`config.mk`:
```
export PLATFORM = sky130hd
export DESIGN_NAME = store_buffer
export DESIGN_NICKNAME = d
export VERILOG_FILES = /design/src/rtl/store_buffer.sv
export SDC_FILE = /design/constraint.sdc
export NUM_CORES = 1
export LEC_CHECK = 0
export ABC_AREA = 1
export CORE_MARGIN = 8
export CORE_UTILIZATION = 52
export DETAILED_ROUTE_END_ITERATION = 16
export PLACE_DENSITY = 0.72
export SETUP_SLACK_MARGIN = 0.3
export SLEW_MARGIN = 15
export SYNTH_ARGS = -nofsm -noshare
export SYNTH_HDL_FRONTEND = slang
export SYNTH_SLANG_ARGS = --single-unit
```
`constraint.sdc`:
```
create_clock -name clock -period 18.7 [get_ports clock]
set_clock_uncertainty 0.15 [all_clocks]
set_input_delay 3.74 -clock clock [delete_from_list [all_inputs] [get_ports clock]]
set_output_delay 3.74 -clock clock [all_outputs]
set_load 0.01 [all_outputs]
```
`src/rtl/store_buffer.sv`:
```
// store_buffer: in-order store queue between the store reservation station and
// data memory. Stores are accepted with storeEnable, held until the ROB commits
// their tag, written out over a req/ack handshake, and announced on a one-cycle
// CDB-style broadcast.
// Optional feature macro: STORE_FWD_EN (combinational store-to-load forwarding
// probe on ld_addr / ld_hit / ld_data). Without it ld_hit and ld_data are tied to 0.
module store_buffer #(
  parameter int         DEPTH      = 4,
  parameter int         PTR_W      = 2,
  parameter logic [5:0] invalidNum = 6'b010000
) (
  input  logic        clock,
  input  logic        reset,
  // push side (store reservation station)
  input  logic        storeEnable,
  input  logic [31:0] data1_in,
  input  logic [31:0] data2_in,
  input  logic [5:0]  robNum_in,
  output logic        full,
  // commit side (ROB)
  input  logic        commitEnable,
  input  logic [5:0]  commitRobNum,
  // memory write port
  output logic        mem_req,
  output logic [31:0] mem_addr,
  output logic [31:0] mem_wdata,
  input  logic        mem_ack,
  // completion broadcast
  output logic        iscast_out,
  output logic [5:0]  robNum_out,
  // load forwarding probe
  input  logic [31:0] ld_addr,
  output logic        ld_hit,
  output logic [31:0] ld_data
);

  typedef enum logic [1:0] {
    IDLE = 2'd0,
    REQ  = 2'd1,
    DONE = 2'd2
  } state_t;

  localparam logic [PTR_W-1:0] PTR_ONE  = PTR_W'(1);
  localparam logic [PTR_W:0]   CNT_ONE  = (PTR_W + 1)'(1);
  localparam logic [PTR_W:0]   CNT_FULL = (PTR_W + 1)'(DEPTH);

  // entry storage
  logic             valid_reg     [DEPTH];
  logic             committed_reg [DEPTH];
  logic [31:0]      value_reg     [DEPTH];
  logic [31:0]      addr_reg      [DEPTH];
  logic [5:0]       tag_reg       [DEPTH];

  // queue bookkeeping
  logic [PTR_W-1:0] head_reg;
  logic [PTR_W-1:0] tail_reg;
  logic [PTR_W:0]   count_reg;
  logic [PTR_W:0]   count_next;
  logic             full_reg;

  // write-back FSM and its registered outputs
  state_t           state_reg;
  logic             mem_req_reg;
  logic [31:0]      mem_addr_reg;
  logic [31:0]      mem_wdata_reg;
  logic             iscast_reg;
  logic [5:0]       rob_out_reg;

  // per-cycle events
  logic             push;
  logic             pop;
  logic             head_ready;
  logic [DEPTH-1:0] push_sel;
  logic [DEPTH-1:0] pop_sel;
  logic [DEPTH-1:0] commit_sel;

  // A push is only taken when the registered full flag is low; a same-cycle
  // pop does not open a slot for the pushing store.
  assign push = storeEnable && !full_reg;

  // The head leaves the queue on the cycle memory accepts it.
  assign pop = (state_reg == REQ) && mem_ack;

  // The head may be issued once it holds a committed store.
  assign head_ready = valid_reg[head_reg] && committed_reg[head_reg];

  // Per-entry decode of which slot is written, retired or committed this cycle.
  generate
    for (genvar gi = 0; gi < DEPTH; gi++) begin : g_entry_sel
      assign push_sel[gi]   = push && (tail_reg == PTR_W'(gi));
      assign pop_sel[gi]    = pop && (head_reg == PTR_W'(gi));
      assign commit_sel[gi] = commitEnable && valid_reg[gi] &&
                              (tag_reg[gi] == commitRobNum);
    end
  endgenerate

  // Entry array: retire the head, fill the tail, mark tags the ROB committed.
  // Push wins over commit on the same slot so a commit in the push cycle is not seen.
  always_ff @(posedge clock or posedge reset) begin
    if (reset) begin
      for (int i = 0; i < DEPTH; i++) begin
        valid_reg[i]     <= 1'b0;
        committed_reg[i] <= 1'b0;
        value_reg[i]     <= '0;
        addr_reg[i]      <= '0;
        tag_reg[i]       <= '0;
      end
    end else begin
      for (int i = 0; i < DEPTH; i++) begin
        if (pop_sel[i]) begin
          valid_reg[i]     <= 1'b0;
          committed_reg[i] <= 1'b0;
        end else if (push_sel[i]) begin
          valid_reg[i]     <= 1'b1;
          committed_reg[i] <= 1'b0;
          value_reg[i]     <= data1_in;
          addr_reg[i]      <= data2_in;
          tag_reg[i]       <= robNum_in;
        end else if (commit_sel[i]) begin
          committed_reg[i] <= 1'b1;
        end
      end
    end
  end

  // Occupancy after this cycle's push/pop; simultaneous push and pop cancel.
  always_comb begin
    count_next = count_reg;
    case ({push, pop})
      2'b10:   count_next = count_reg + CNT_ONE;
      2'b01:   count_next = count_reg - CNT_ONE;
      default: count_next = count_reg;
    endcase
  end

  // Head/tail pointers (wrap mod DEPTH), occupancy and the registered full flag.
  always_ff @(posedge clock or posedge reset) begin
    if (reset) begin
      head_reg  <= '0;
      tail_reg  <= '0;
      count_reg <= '0;
      full_reg  <= 1'b0;
    end else begin
      if (pop) begin
        head_reg <= head_reg + PTR_ONE;
      end
      if (push) begin
        tail_reg <= tail_reg + PTR_ONE;
      end
      count_reg <= count_next;
      full_reg  <= (count_next == CNT_FULL);
    end
  end

  // Write-back FSM: issue the committed head, hold the request until ack, then
  // broadcast the retired tag for one cycle.
  always_ff @(posedge clock or posedge reset) begin
    if (reset) begin
      state_reg     <= IDLE;
      mem_req_reg   <= 1'b0;
      mem_addr_reg  <= '0;
      mem_wdata_reg <= '0;
      iscast_reg    <= 1'b0;
      rob_out_reg   <= invalidNum;
    end else begin
      case (state_reg)
        IDLE: begin
          iscast_reg  <= 1'b0;
          rob_out_reg <= invalidNum;
          if (head_ready) begin
            mem_req_reg   <= 1'b1;
            mem_addr_reg  <= addr_reg[head_reg];
            mem_wdata_reg <= value_reg[head_reg];
            state_reg     <= REQ;
          end
        end
        REQ: begin
          // address and data stay frozen while waiting for the ack
          if (mem_ack) begin
            mem_req_reg <= 1'b0;
            iscast_reg  <= 1'b1;
            rob_out_reg <= tag_reg[head_reg];
            state_reg   <= DONE;
          end
        end
        DONE: begin
          iscast_reg  <= 1'b0;
          rob_out_reg <= invalidNum;
          state_reg   <= IDLE;
        end
        default: begin
          mem_req_reg <= 1'b0;
          iscast_reg  <= 1'b0;
          rob_out_reg <= invalidNum;
          state_reg   <= IDLE;
        end
      endcase
    end
  end

  assign full       = full_reg;
  assign mem_req    = mem_req_reg;
  assign mem_addr   = mem_addr_reg;
  assign mem_wdata  = mem_wdata_reg;
  assign iscast_out = iscast_reg;
  assign robNum_out = rob_out_reg;

`ifdef STORE_FWD_EN
  // Slot index of the k-th oldest entry; walking these in order means the last
  // match found is the youngest store to that address.
  logic [PTR_W-1:0] age_idx [DEPTH];
  logic             fwd_hit;
  logic [31:0]      fwd_data;

  generate
    for (genvar gi = 0; gi < DEPTH; gi++) begin : g_age_idx
      assign age_idx[gi] = head_reg + PTR_W'(gi);
    end
  endgenerate

  // Youngest-match search over all valid entries, including the one in flight.
  always_comb begin
    fwd_hit  = 1'b0;
    fwd_data = '0;
    for (int k = 0; k < DEPTH; k++) begin
      if (valid_reg[age_idx[k]] && (addr_reg[age_idx[k]] == ld_addr)) begin
        fwd_hit  = 1'b1;
        fwd_data = value_reg[age_idx[k]];
      end
    end
  end

  assign ld_hit  = fwd_hit;
  assign ld_data = fwd_data;
`else
  // No forwarding: the probe port is accepted but ignored.
  logic ld_addr_unused;
  assign ld_addr_unused = ^ld_addr;
  assign ld_hit         = 1'b0;
  assign ld_data        = '0;
`endif

endmodule

```
==> results.toml <==
[outcome]
status = "complete, no violations"

[floorplan]
dieArea_um2 = 37780
core_um2 = 31470
initial_core_util = 0.5256
pin_count = 219
rows = 65
die_w_um = 194.4
fp.dieH_um = 194.4

[detailed_routing]
via_per_inst = 5.377
wl_per_cell_um = 16.67
drc = 0
ant_nets = 0
totalWireLength_mm = 40.55
drt-pass1-iter-count = 5
drt_iter0_drc = 1127
num_vias = 13080

[sta]
setup_viol = 0
setup_tns_ps = 0
worstMarginPinSlew_ps = 1049
rsz0062_at_grt = "no"
fmax_mhz = 162.2
fin_crit_sh = 0.3297
hold_viol_final = 0
timing.slew.headroom = 0.3007
fin_crit_ps = 6165
timing.final.max_slew_violations = 0

[setup_path]
crit_fanout = 96
cp_data_required_time_ps = 18980
crit_arrival_ps = 6450
endpoint_kind = "flop"
worstSetupPathType = "in -> reg"
critPathLaunchType = "primary input"

[cts]
cts.sinks = 370
cts_tree = "yes"
cts.clk_slew.worst_paths_ps = 60
cts_resized = 0
htreeDepth = 2
post_cts_buffers = 0
worstSkewPairLatency_ps = 520
hold_buffers = 0
cts-root-buf = "clkbuf_16"
numCtsBuffers = 39
cts_buffer_depth = 3

[global_route]
grt_max_degree = 195
overflow = 0
track_usage = 0.2168
antenna_found_initial = 5
grt_pass1_wl_mm = 68.24
grt_pass1_vias = 13030

[layout]
drive_above_1_share = 0.04734
post-route-util = 0.6056
final_nets = 2123
area_growth_pct = 15.23

[synthesis]
syn_area_um2 = 16540
ys_warn_count = 0
seq_area_frac_synth = 0.5598
synth_seq_cells = 370
syn_area_per_cell_um2 = 8.629
yosysUniqueCellTypes = 27
syn_inst = 1917

[placed_design]
io_buffer_count = 153
hpwl_mm = 23.10
gp_congestion = 0.8058

[pwr]
ir_drop_v = 0.0001003
leakagePower_nw = 9.186
power_density_nw_per_um2 = 179.4
total_power_mw = 3.419

[min_path]
hold_class = "reg -> reg"

[flow_run]
maxCapViolations = 0
layout make-up:
type / count / area, um2
repair buffers: 163 / 1619
fillers: 2722 / 12410
diodes: 2 / 5.005
multi-input cells: 1301 / 5867
flip-flops and latches: 370 / 9265
clock inverters: 18 / 224.0
well taps: 402 / 503.0
clock buffers: 51 / 1094
inverters: 125 / 484.2
final timing paths:
| kind | start | cells past startpoint | endpoint | slack, ps |
|---|---|---|---|---|
| hold / removal | addr_reg[61] | 2 | addr_reg[61] | 330 |
| setup / recovery | mem_ack | 8 | addr_reg[19] | 12540 |
| hold reg to reg | addr_reg[61] | 2 | addr_reg[61] | 330 |
| max in group asynchronous | reset | 3 | value_reg[68] | 13300 |
| setup reg to reg | head_reg[0] | 7 | mem_addr[23] | 14130 |
| min in group asynchronous | reset | 2 | addr_reg[66] | 3610 |
critical path: stages:
cell	delay (ps)
clkdlybuf4s50_1	500
inv_1	120
nor2_8	310
nand2_2	130
nand2_4	380
buf_4	860
nand2_1	140
o21ai_1	130
per-layer routing:
layer	vias to the layer above	global-route usage	routed length, um
li1	6287	-	-
met1	6308	0.2934	18270
met2	419	0.3581	19030
met3	57	0.04370	2563
met4	6	0.04809	636
met5	-	0	42
kinds of logic (layout without fill, tap and decap cells):
kind of cell,count (synthesis),in the layout,share of synthesized area
and+or+nand+nor,734,734,0.1730
AOI/OAI and AO/OA,519,519,0.1619
DFF,370,370,0.5598
buffers and inverters,278,357,0.09447
adders and majority gates,10,10,0.008018
xor gates and xnor gates,5,5,0.002647
other,1,35,0.0002267
layout by cell type, fill, tap and decap left out, drive strengths merged, types with 2 or more instances in the layout:
master         synthesis  routed
clkdlybuf4s50          0     153
nor2                 162     162
xor2                   4       4
dfrtp                369     369
ha                     9       9
nand3                 20      20
clkbuf                39      51
bufinv                 0       5
clkinv                 0      10
clkinvlp               0       2
diode                  0       2
a21oi                 16      16
nand2                552     552
buf                  114      10
conb                   1      33
o21ai                439     439
inv                  125     126
o22ai                 64      64
where the power goes:
group          leakage, nW  switching (mW)  internal [mW]
logic                 3.88           0.764          0.479
clock network        0.650           0.314          0.482
registers             4.66           0.220           1.16
cells in the mapped netlist (all sizes together):
cell,instances,area share
o22ai,64,0.024
inv,125,0.029
ha,9,0.0068
nor2,162,0.040
xnor2,1,0.00053
dfstp,1,0.0016
a21oi,16,0.0048
xor2,4,0.0021
buf,114,0.057
dfrtp,369,0.56
clkbuf,39,0.0088
nand3,20,0.0064
conb,1,0.00023
nand2,552,0.13
o21ai,439,0.13
fa,1,0.0012
stage by stage:
stage | hold WS [ps] | worst slack (ps) | instances | area [um2]
floorplan | 297.8 | 4538 | 1949 | 16660
CTS | 331.0 | 12560 | 2430 | 19060
finish | 327.3 | 12540 | 2432 | 19060
global placement | 310.9 | 12090 | 2361 | 17740
detailed placement | 315.2 | 12030 | 2361 | 17740
global route | 349.3 | 12290 | 2432 | 19060
Note: power is estimated with default switching activity, not from simulation.
